`src/rtl/sdram_pkg.sv`:
```
// Shared definitions for the SDRAM controller front end: state encoding,
// port identifiers and default bus widths.
package sdram_pkg;

  localparam int SDRAM_ADDR_W = 24;
  localparam int SDRAM_DATA_W = 32;

  localparam logic PORT_A = 1'b0;
  localparam logic PORT_B = 1'b1;

  typedef enum logic [1:0] {
    S_WAIT_INIT = 2'd0,
    S_IDLE      = 2'd1,
    S_ISSUE     = 2'd2,
    S_RELEASE   = 2'd3
  } state_t;

endpackage

```
`src/rtl/rr_arbiter2.sv`:
```
// Two-requester round-robin arbiter: combinational grant, registered pointer
// that flips to the losing side whenever a grant is taken.
module rr_arbiter2
  import sdram_pkg::*;
#(
  parameter bit B_FIRST = 1'b1
) (
  input  logic clk,
  input  logic resetn,
  input  logic req_a,
  input  logic req_b,
  input  logic en,
  output logic gnt_vld,
  output logic gnt_port
);

  logic rr_ptr;

  always_comb begin
    gnt_vld = en && (req_a || req_b);
    if (req_a && req_b) begin
      gnt_port = rr_ptr;
    end else begin
      gnt_port = req_b ? PORT_B : PORT_A;
    end
  end

  // rr_ptr=1 favours port B on the next contended grant.
  always_ff @(posedge clk or negedge resetn) begin
    if (!resetn) begin
      rr_ptr <= B_FIRST;
    end else if (gnt_vld) begin
      rr_ptr <= ~gnt_port;
    end
  end

endmodule

```
`src/rtl/sdram_port_arbiter.sv`:
```
// Two-port front end for the SDRAM controller: round-robin arbitration between
// instruction fetch (A) and data (B), start/ready handshake, ack pulse return.
module sdram_port_arbiter
  import sdram_pkg::*;
#(
  parameter int ADDR_W  = SDRAM_ADDR_W,
  parameter int DATA_W  = SDRAM_DATA_W,
  parameter bit B_FIRST = 1'b1
) (
  input  logic              clk,
  input  logic              resetn,
  input  logic              a_req,
  input  logic [ADDR_W-1:0] a_addr,
  output logic              a_ack,
  output logic [DATA_W-1:0] a_q,
  input  logic              b_req,
  input  logic [ADDR_W-1:0] b_addr,
  input  logic              b_we,
  input  logic [DATA_W-1:0] b_d,
  output logic              b_ack,
  output logic [DATA_W-1:0] b_q,
  input  logic              mem_init_done,
  input  logic              mem_busy,
  output logic              mem_start,
  output logic [ADDR_W-1:0] mem_addr,
  output logic              mem_we,
  output logic [DATA_W-1:0] mem_d,
  input  logic [DATA_W-1:0] mem_q,
  input  logic              mem_q_ready
);

  state_t            state_q, state_d;
  logic              gnt_port_q, gnt_port_d;
  logic              start_d, we_d, a_ack_d, b_ack_d;
  logic [ADDR_W-1:0] addr_d;
  logic [DATA_W-1:0] d_d, a_q_d, b_q_d;
  logic              arb_en, gnt_vld, gnt_port;

  // Arbitration is only offered while idle and the controller is not refreshing.
  assign arb_en = (state_q == S_IDLE) && !mem_busy;

  rr_arbiter2 #(
    .B_FIRST (B_FIRST)
  ) u_arb (
    .clk      (clk),
    .resetn   (resetn),
    .req_a    (a_req),
    .req_b    (b_req),
    .en       (arb_en),
    .gnt_vld  (gnt_vld),
    .gnt_port (gnt_port)
  );

  always_comb begin
    state_d    = state_q;
    gnt_port_d = gnt_port_q;
    start_d    = mem_start;
    addr_d     = mem_addr;
    we_d       = mem_we;
    d_d        = mem_d;
    a_q_d      = a_q;
    b_q_d      = b_q;
    a_ack_d    = 1'b0;
    b_ack_d    = 1'b0;
    case (state_q)
      S_WAIT_INIT: begin
        if (mem_init_done) state_d = S_IDLE;
      end
      S_IDLE: begin
        if (gnt_vld) begin
          gnt_port_d = gnt_port;
          start_d    = 1'b1;
          state_d    = S_ISSUE;
          if (gnt_port == PORT_B) begin
            addr_d = b_addr;
            we_d   = b_we;
            d_d    = b_d;
          end else begin
            addr_d = a_addr;
            we_d   = 1'b0;
            d_d    = '0;
          end
        end
      end
      S_ISSUE: begin
        // Address/data stay latched from the grant until the controller completes.
        if (mem_q_ready) begin
          start_d = 1'b0;
          state_d = S_RELEASE;
          if (gnt_port_q == PORT_B) begin
            b_ack_d = 1'b1;
            if (!mem_we) b_q_d = mem_q;
          end else begin
            a_ack_d = 1'b1;
            if (!mem_we) a_q_d = mem_q;
          end
        end
      end
      S_RELEASE: begin
        if (!mem_busy) state_d = S_IDLE;
      end
      default: state_d = S_WAIT_INIT;
    endcase
  end

  always_ff @(posedge clk or negedge resetn) begin
    if (!resetn) begin
      state_q    <= S_WAIT_INIT;
      gnt_port_q <= PORT_A;
      mem_start  <= 1'b0;
      mem_addr   <= '0;
      mem_we     <= 1'b0;
      mem_d      <= '0;
      a_ack      <= 1'b0;
      b_ack      <= 1'b0;
      a_q        <= '0;
      b_q        <= '0;
    end else begin
      state_q    <= state_d;
      gnt_port_q <= gnt_port_d;
      mem_start  <= start_d;
      mem_addr   <= addr_d;
      mem_we     <= we_d;
      mem_d      <= d_d;
      a_ack      <= a_ack_d;
      b_ack      <= b_ack_d;
      a_q        <= a_q_d;
      b_q        <= b_q_d;
    end
  end

endmodule
```
`config.mk`:
```
export PLATFORM = sky130hd
export DESIGN_NAME = sdram_port_arbiter
export DESIGN_NICKNAME = d
export VERILOG_FILES = /design/src/rtl/sdram_pkg.sv /design/src/rtl/rr_arbiter2.sv /design/src/rtl/sdram_port_arbiter.sv
export SDC_FILE = /design/constraint.sdc
export NUM_CORES = 1
export LEC_CHECK = 0
export BUFFER_PORTS_ARGS = -buffer_cell sky130_fd_sc_hd__buf_2
export CAP_MARGIN = 20
export CORE_MARGIN = 8
export CORE_UTILIZATION = 46
export CTS_CLUSTER_DIAMETER = 80
export DETAILED_ROUTE_END_ITERATION = 8
export PLACE_DENSITY = 0.85
export SYNTH_ARGS = -nofsm -noshare
export SYNTH_HDL_FRONTEND = slang
export SYNTH_SLANG_ARGS = --single-unit
```
`constraint.sdc`:
```
create_clock -name clk -period 2.1 [get_ports clk]
set_input_delay 0.525 -clock clk [delete_from_list [all_inputs] [get_ports clk]]
set_output_delay 0.525 -clock clk [all_outputs]
set_load 0.05 [all_outputs]
```
Yosys cells after proc, flatten, opt, wreduce, memory -nomap -nowiden
Cells that the tools add are included.
- add/sub/neg operators: 0
- multiply operators: 0
- divide/modulo/power cells: 0
- $lt $le $gt $ge: 0
- equal/unequal tests: 7
- shifts and indexed selects: 0
- muxes and demuxes: 19
- bitwise logic cells: 3
- reduce and logical (&&, ||, !) cells: 12
- operators with widths (cell ; count):
    $mux 32 ; 1
    $mux 24 ; 1
    $reduce_and 4->1 ; 3
    $mux 1 ; 11
    $mux 2 ; 4
    $ne 2x2->1 const B ; 4
    $pmux 2 s4 ; 1
    $eq 2x2->1 const B ; 2
    $logic_and 1x1->1 ; 3
    $not 1->1 ; 3
    $reduce_and 3->1 ; 1
    $eq 2x1->1 const B ; 1
    $logic_not 2->1 ; 1
    $pmux 1 s2 ; 1
    $reduce_and 2->1 ; 1
    $reduce_bool 2->1 ; 1
    $logic_not 1->1 ; 1
    $logic_or 1x1->1 ; 1
- register bits after elaboration: 128
- bits in latches: 0
- RAM bits: 0
- memory bits (read-only): 0
- bits of input ports: 120
- logic and storage cells: 52
- memories: 0

Depth between registers and ports, before layout
Gate-level depths: netlist (run 1).
- word-level depth: 5
- mapped depth: 7

By module
Synthesis (run 1) repeated with hierarchy kept, for this count alone.
- cell total of the unflattened synthesis: 424
- area total of the unflattened synthesis: 5341.4 um2
- modules (own cells, without submodules) (module ; instances ; cells each ; area an instance (um2)):
    sdram_port_arbiter ; 1 ; 418 ; 5285.1
    rr_arbiter2 ; 1 ; 6 ; 56.3

Worst setup path after synthesis (run 1)
OpenSTA, ideal clock, no wires.
- path type: flip-flop to flip-flop
- start: register state_q[0]
- end: register a_q[0]
- setup time: 0.125 ns
- arrival time: 1.511 ns
- slack: 0.464 ns
- stages on the path, launching flop included: 7
- buffers on the path: 1
- clock period less this slack: 1.636 ns
- cells stage by stage: dfrtp_1 -> inv_1 -> ha_1 -> nand2_1 -> nor3_2 -> buf_4 -> mux2_2
- longest elaborated chain between the ends: 2
- ends and longest elaborated chain (item ; RTL line ; text):
    start, declared ; sdram_port_arbiter.sv:32 ; state_t state_q, state_d;
    start signal, assigned ; sdram_port_arbiter.sv:119 ; state_q <= state_d;
    $eq 2x2->1 ; sdram_port_arbiter.sv:65 ; case (state_q)
    $reduce_and 4->1 (no line) ; n/a ;
    end signal, assigned ; sdram_port_arbiter.sv:127 ; a_q <= a_q_d;
    end, declared ; sdram_port_arbiter.sv:15 ; output logic [DATA_W-1:0] a_q,
Every way passes these cells.
A chain may end at the register's enable or synchronous reset.

Final worst setup path (run 1)
- start: register state_q[1]
- end: register mem_d[19]
- longest elaborated chain between the ends: 4
- ends and longest elaborated chain (item ; RTL line ; text):
    $eq 2x1->1 (*) ; sdram_port_arbiter.sv:40, sdram_port_arbiter.sv:65 ;
    $logic_and 1x1->1 ; sdram_port_arbiter.sv:40 ; assign arb_en = (state_q == S_IDLE) && !mem_busy;
    $logic_and 1x1->1 ; rr_arbiter2.sv:20 ; gnt_vld = en && (req_a || req_b);
    $reduce_and 2->1 (no line) (*) ; n/a ;
    end signal, assigned ; sdram_port_arbiter.sv:113 ; mem_d <= '0;
    end signal, assigned ; sdram_port_arbiter.sv:124 ; mem_d <= d_d;
    end, declared ; sdram_port_arbiter.sv:27 ; output logic [DATA_W-1:0] mem_d,
Mark *: on every way between the ends. The rest lies on a longest branch, timed or not.

==> results of run 1 <==
per-stage QoR:
stage                     power (W)  cells  instance area [um2]  hold WS (ps)
after floorplan             0.00973    325                 5060           229
after global placement       0.0114    698                 6470           466
after detailed placement     0.0116    698                 6470           474
after CTS                    0.0144    729                 7030           204
after global routing         0.0149    729                 7040           206
final                        0.0142    729                 7040           233
what timing repair did:
action,in CTS,in global routing
endpoints found under the hold margin,30,0
endpoints found under the setup margin,0,1
resized for setup,0,1
hold buffers,1,0
how the worst max path moves through the flow:
stage / to / slack [ps] / cells past startpoint
2_1_floorplan: a_q[0] / 460 / 6
5_1_grt: mem_d[21] / 110 / 6
6_report: mem_d[19] / 250 / 6
3_5_place_dp: mem_d[13] / 170 / 5
4_1_cts: mem_d[19] / 150 / 6
3_3_place_gp: mem_we / 250 / 5
registers in the layout (all words and copies together) (netlist names), 2 cells and up:
signal / cells
mem_addr: 24
state_q: 2
mem_d: 32
b_q: 32
a_q: 32
kinds of logic after synthesis:
family	after synthesis	share of synthesized area (%)
adders and majority gates	4	0.988
and+or+nand+nor	35	4.23
AOI/OAI and AO/OA	67	11.9
muxes	65	16.7
DFF	128	63.3
buffers and inverters	26	2.89
synthesized netlist by cell type:
cell type | count | area, um2
o21ai_0 | 1 | 5.00
nor3_2 | 1 | 10.0
o221ai_1 | 1 | 8.76
buf_4 | 4 | 30.0
and2b_4 | 1 | 10.0
mux2_2 | 33 | 372
dfstp_2 | 1 | 26.3
a21oi_2 | 1 | 8.76
nor2_1 | 2 | 7.51
dfrtp_1 | 127 | 3180
a21oi_1 | 1 | 5.00
buf_6 | 3 | 33.8
and2_0 | 6 | 37.5
a221o_1 | 24 | 240
and3_1 | 2 | 12.5
nand2_1 | 3 | 11.3
and2_1 | 18 | 113
clkbuf_1 | 5 | 18.8
o21ai_2 | 1 | 8.76
a21o_1 | 3 | 22.5
ha_1 | 4 | 50.1
a22o_1 | 33 | 289
a21boi_0 | 1 | 7.51
nand2b_1 | 2 | 12.5
mux2_4 | 30 | 450
buf_2 | 9 | 45.0
mux2_1 | 2 | 22.5
o22a_1 | 1 | 8.76
inv_1 | 5 | 18.8
power groups by stage:
| stage | clock, W | combinational [W] | sequential (W) |
|---|---|---|---|
| after floorplan | 0 | 0.00160 | 0.00813 |
| after global placement | 0 | 0.00716 | 0.00424 |
| after detailed placement | 0 | 0.00731 | 0.00430 |
| after CTS | 0.00277 | 0.00732 | 0.00430 |
| after global routing | 0.00289 | 0.00756 | 0.00443 |
| final | 0.00270 | 0.00725 | 0.00430 |
area by class of cell:
class / count / area, um2
inverters: 5 / 18.8
flip-flops and latches: 128 / 3200
well taps: 140 / 175
multi-input cells: 171 / 1730
clock buffers: 25 / 504
repair buffers: 255 / 1350
fillers: 832 / 3750
clock inverters: 5 / 52.6
metal layers:
layer / routed length (um) / share of wire [%] / track usage (%) / vias to the layer above
met4: 125 / 0.90 / 6.71 / 0
met2: 7240 / 52 / 32.9 / 166
met5: 0 / 0 / 0 / -
met1: 5430 / 39 / 21.9 / 1841
li1: - / - / - / 1698
met3: 1060 / 7.6 / 6.70 / 11
critical path, stage by stage, from the launching register on:
cell and delay (ps):
dfrtp_1 380, inv_1 70, ha_1 230, and2b_4 200, o21ai_4 230, buf_4 430
a22o_1 220
==> flow_metrics.py, run 1 <==
metrics = {
    "power": {
        "internal_power_w": 0.00740,
        "power.switching_w": 0.00684,
        "leakagePower_nw": 3.84,
        "switching_share_pct": 48.0,
        "combPwrFrac_pct": 50.9,
        "ir_worst_vdd_uv": 1410,
        "clkPwrFrac_pct": 18.9,
        "p_per_area_nw_per_um2": 2020,
        "p_seq_share_pct": 30.2,
    },
    "critical_path": {
        "crit_arrival_ps": 2290,
        "crit_path_start": "state_q[1]",
        "path_class": "flip-flop to flip-flop",
        "critPathMaxFanout": 32,
        "rr_worst_depth": 6,
        "r2r_start": "state_q[1]",
        "worst-r2r-setup-slack_ps": 250,
        "start_kind": "flip-flop",
        "required_ps": 2540,
        "reg2reg_to": "mem_d[19]",
        "critPathCaptureType": "flip-flop",
    },
    "synth": {
        "synth_cells": 325,
        "ys_seq_area_share_pct": 63.3,
        "synth_cell_types": 29,
        "yosysWarnings": 0,
        "synthesis.nets": 449,
        "ys_seq_elements": 128,
        "avgSynthCellArea_um2": 15.6,
        "syn_area_um2": 5060,
    },
    "hold_path": {
        "hold_start": "b_d[22]",
        "hold_path_class": "primary input to flip-flop",
        "hold_depth": 2,
        "whs_endpoint": "mem_d[22]",
    },
    "clock_network": {
        "post_cts_buffers": 0,
        "clock-sinks": 128,
        "clockBufferDepth": 2,
        "numCtsBuffers": 17,
        "cts_tree": "built",
        "htree_levels": 4,
        "clk_latency_ps": 510,
        "root_buffer": "clkbuf_8",
        "clk_pin_slew_ps": 60,
    },
    "final_layout": {
        "layout_common_cells": "buf_2, dfrtp_1, mux2_2, a22o_1, mux2_4",
        "drive_above_1_share_pct": 59.8,
        "antennaDiodeCount": 0,
        "layout_commonest_cell": "buf_2",
        "final_util_pct": 65.2,
        "nets": 702,
        "area_delta_synth_final_pct": 39.0,
    },
    "floorplan": {
        "die-area_um2": 14600,
        "initial_core_util_pct": 46.9,
        "boundaryPins": 244,
        "die_width_um": 121,
        "core_um2": 10800,
        "die-height_um": 121,
        "num_rows": 38,
    },
    "placement": {
        "dp_hpwl_mm": 10.4,
        "routabilityCongestion": 0.753,
        "io_buffers": 243,
        "dp_slack_ps": 169,
    },
    "timing": {
        "rsz0062_at_grt": "false",
        "min_period_ps": 1850,
        "relSlewSlack_pct": 58.8,
        "slew_violations": 0,
        "max_freq_mhz": 540,
        "fin_ws_ps": 248,
        "hold_viol": 0,
        "setup_tns_ps": 0,
        "tightest_slew_ps": 616,
        "skew_ps": 5.10,
        "setup_viol": 0,
        "fin_crit_sh_pct": 88.2,
    },
    "flow_run": {
        "cap_violations": 0,
    },
    "global_route": {
        "grt-ovfl-total": 0,
        "antenna_found_initial": 0,
        "grt_pass1_vias": 4196,
        "grt_pass1_wl_mm": 22.0,
        "grtUsageTotal_pct": 19.3,
        "grt_max_degree": 50,
    },
    "route": {
        "postRouteAntennaNets": 0,
        "wl_per_cell_um": 19.0,
        "dr.pass1.iters": 4,
        "drc": 0,
        "drt-total-wl_mm": 13.9,
        "vias": 3716,
        "vias_per_cell": 5.10,
        "drt_iter0_drc": 283,
    },
    "outcome": {
        "status": "complete, no violations",
    },
}
Power figures use the tool's default switching activity.
==> run 2: changes to the inputs <==
ABC_AREA = 1   (was unset)
CORE_UTILIZATION = 47   (was 46)
SYNTH_HIERARCHICAL = 1   (was unset)
==> flow_metrics.py, run 2 <==
metrics = {
    "outcome": {
        "status": "complete, no violations",
    },
    "route": {
        "vias": 4647,
        "wl_per_cell_um": 15.3,
        "postRouteAntennaNets": 0,
        "vias_per_cell": 4.80,
        "dr.pass1.iters": 5,
        "drt-total-wl_mm": 14.8,
        "drt_iter0_drc": 311,
        "drc": 0,
    },
    "floorplan": {
        "num_rows": 39,
        "initial_core_util_pct": 47.5,
        "core_um2": 11300,
        "die-height_um": 123,
        "boundaryPins": 244,
        "die_width_um": 123,
        "die-area_um2": 15100,
    },
    "critical_path": {
        "worstSetupPathDepth": 10,
        "r2r_start": "state_q[1]",
        "cpMaxStageDelayCell": "dfrtp_1",
        "cpPeakStageDelay_ps": 430,
        "critPathCaptureType": "flip-flop",
        "start_kind": "flip-flop",
        "path_class": "flip-flop to flip-flop",
        "path_cells": "inv_1 > ha_2 > inv_1 > nor2_1 > inv_1 > nor2_4 > nand2_4 > buf_6 > a21oi_1 > a21oi_1",
        "crit_buf_inv": 4,
        "crit_arrival_ps": 2190,
        "worst-r2r-setup-slack_ps": 180,
        "reg2reg_to": "mem_addr[10]",
        "required_ps": 2370,
        "rr_worst_depth": 10,
        "critPathMaxFanout": 15,
        "cpLargestDelayFamily": "buffers and inverters",
        "crit_top_cell": "inv_1",
    },
    "timing": {
        "tightest_slew_ps": 359,
        "slew_violations": 0,
        "setup_viol": 0,
        "hold_viol": 0,
        "min_period_ps": 1920,
        "fin_crit_sh_pct": 91.2,
        "fin_ws_ps": 184,
        "relSlewSlack_pct": 76.0,
        "skew_ps": 10.0,
        "rsz0062_at_grt": "false",
        "max_freq_mhz": 522,
        "setup_tns_ps": 0,
    },
    "clock_network": {
        "clockBufferDepth": 2,
        "clk_pin_slew_ps": 60,
        "clk_latency_ps": 400,
        "clock-sinks": 128,
        "root_buffer": "clkbuf_16",
        "htree_levels": 4,
        "numCtsBuffers": 17,
        "cts_tree": "built",
    },
    "global_route": {
        "grt_max_degree": 63,
        "grtUsageTotal_pct": 19.4,
        "grt-ovfl-total": 0,
        "grt_pass1_wl_mm": 23.0,
        "grt_pass1_vias": 4633,
        "antenna_found_initial": 0,
    },
    "power": {
        "clkPwrFrac_pct": 20.2,
        "p_per_area_nw_per_um2": 1950,
        "power.switching_w": 0.00726,
        "p_seq_share_pct": 29.7,
        "internal_power_w": 0.00706,
        "switching_share_pct": 50.7,
        "total_power_w": 0.0143,
        "leakagePower_nw": 4.01,
        "combPwrFrac_pct": 50.0,
        "ir_worst_vdd_uv": 1190,
    },
    "final_layout": {
        "drive_above_1_share_pct": 39.8,
        "final_util_pct": 65.0,
        "area_delta_synth_final_pct": 36.8,
        "fin_cells": 969,
        "antennaDiodeCount": 0,
        "nets": 940,
        "layout_common_cells": "buf_2, nand2_1, dfrtp_1, o21ai_0, a21oi_1",
        "largestRegisters": "a_q: 32 flops, b_q: 32 flops, mem_d: 32 flops",
        "layout_commonest_cell": "buf_2",
    },
    "synth": {
        "synth_cell_types": 25,
        "ys_seq_area_share_pct": 59.8,
        "syn_area_um2": 5360,
        "yosys.area.top_type_share_pct": 59.3,
        "yosys.area.top_type": "dfrtp_1",
        "synth-main-ff-cell": "dfrtp_1",
        "synthTopCellsByArea": "dfrtp_1, nand2_1, o21ai_0",
        "avgSynthCellArea_um2": 9.40,
        "synth_edf_count": 0,
        "synthArstFlopShare_pct": 100,
        "ys_top_cells_by_count": "nand2_1, dfrtp_1, o21ai_0",
        "synth_cells": 570,
        "synth.most_common_cell": "nand2_1",
        "ys_seq_elements": 128,
        "yosysWarnings": 6,
        "synthesis.nets": 696,
    },
    "flow_run": {
        "cap_violations": 0,
    },
    "placement": {
        "routabilityCongestion": 0.837,
        "io_buffers": 243,
        "dp_hpwl_mm": 11.0,
        "dp.cells": 934,
        "dp_slack_ps": 7.65,
    },
    "hold_path": {
        "hold_path_class": "primary input to async pin",
    },
}
## run 2: changes by cell type after synthesis, moves of 18 or more
cell,previous run,this run
a21oi_1,1,48
o21ai_0,1,67
mux2_4,30,0
a221o_1,24,0
a22o_1,33,0
o21ai_2,1,32
and2_1,18,0
inv_1,5,44
mux2_2,33,0
nand2_1,3,173
nor2_1,2,27
## run 2: power by group through the flow
stage	combinational [W]	sequential [W]	clock, W
floorplan	0.00156	0.00804	0
global placement	0.00707	0.00423	0
detailed placement	0.00720	0.00426	0
CTS	0.00722	0.00426	0.00295
global route	0.00762	0.00438	0.00306
finish	0.00717	0.00426	0.00290
## run 2: cell families after synthesis
kind of cell	count (synthesis)	share of synthesized area, %
AND/OR/NAND/NOR	207	15.3
AO/OA/AOI/OAI	150	16.3
flip-flops	128	59.8
buffers and inverters	79	7.24
adder cells (fa/ha/maj)	6	1.40
## run 2: worst max path at each step
| stage | from | to | slack (ps) |
|---|---|---|---|
| 6_report | state_q[1] | mem_addr[10] | 180 |
| 5_1_grt | state_q[1] | mem_addr[16] | 10 |
| 4_1_cts | state_q[1] | mem_addr[12] | 5 |
| 3_5_place_dp | state_q[1] | mem_addr[10] | 8 |
| 3_3_place_gp | state_q[1] | mem_addr[7] | 160 |
| 2_1_floorplan | state_q[1] | mem_addr[0] | 430 |
## run 2: through the flow
stage / hold slack [ps] / cell area, um2
after floorplan: 229 / 5360
after global placement: 438 / 6690
after detailed placement: 445 / 6690
after CTS: 14.3 / 7280
after global routing: 20.8 / 7330
final: 17.4 / 7330
## run 2: worst register-to-register path: cells and delay by family, from the launching register on
kind,cells,cell delay (ps)
AOI/OAI and AO/OA,2,230
DFF,1,430
adders and majority gates,1,230
buffers and inverters,4,470
and+or+nand+nor,3,430
## run 2: area by class of cell
type / count / area [um2]
fillers: 951 / 3950
flip-flops and latches: 128 / 3200
multi-input cells: 363 / 1780
repair buffers: 257 / 1390
clock buffers: 22 / 484
inverters: 47 / 181
well taps: 143 / 179
clock inverters: 9 / 108
## run 2: layer usage
layer | global-route usage (%) | share of wire (%) | vias to the layer above
met5 | 0 | 0 | -
met4 | 6.47 | 1.6 | 0
met3 | 6.81 | 10 | 16
met2 | 30.6 | 48 | 198
met1 | 24.3 | 40 | 2127
li1 | - | - | 2306
## run 2: repair_timing
item,CTS,global route
endpoints found under the setup margin,17,56
hold buffers,0,0
gates cloned,0,0
setup buffers,0,4
resized for setup,2,3
endpoints found under the hold margin,0,0
pin swaps,0,1
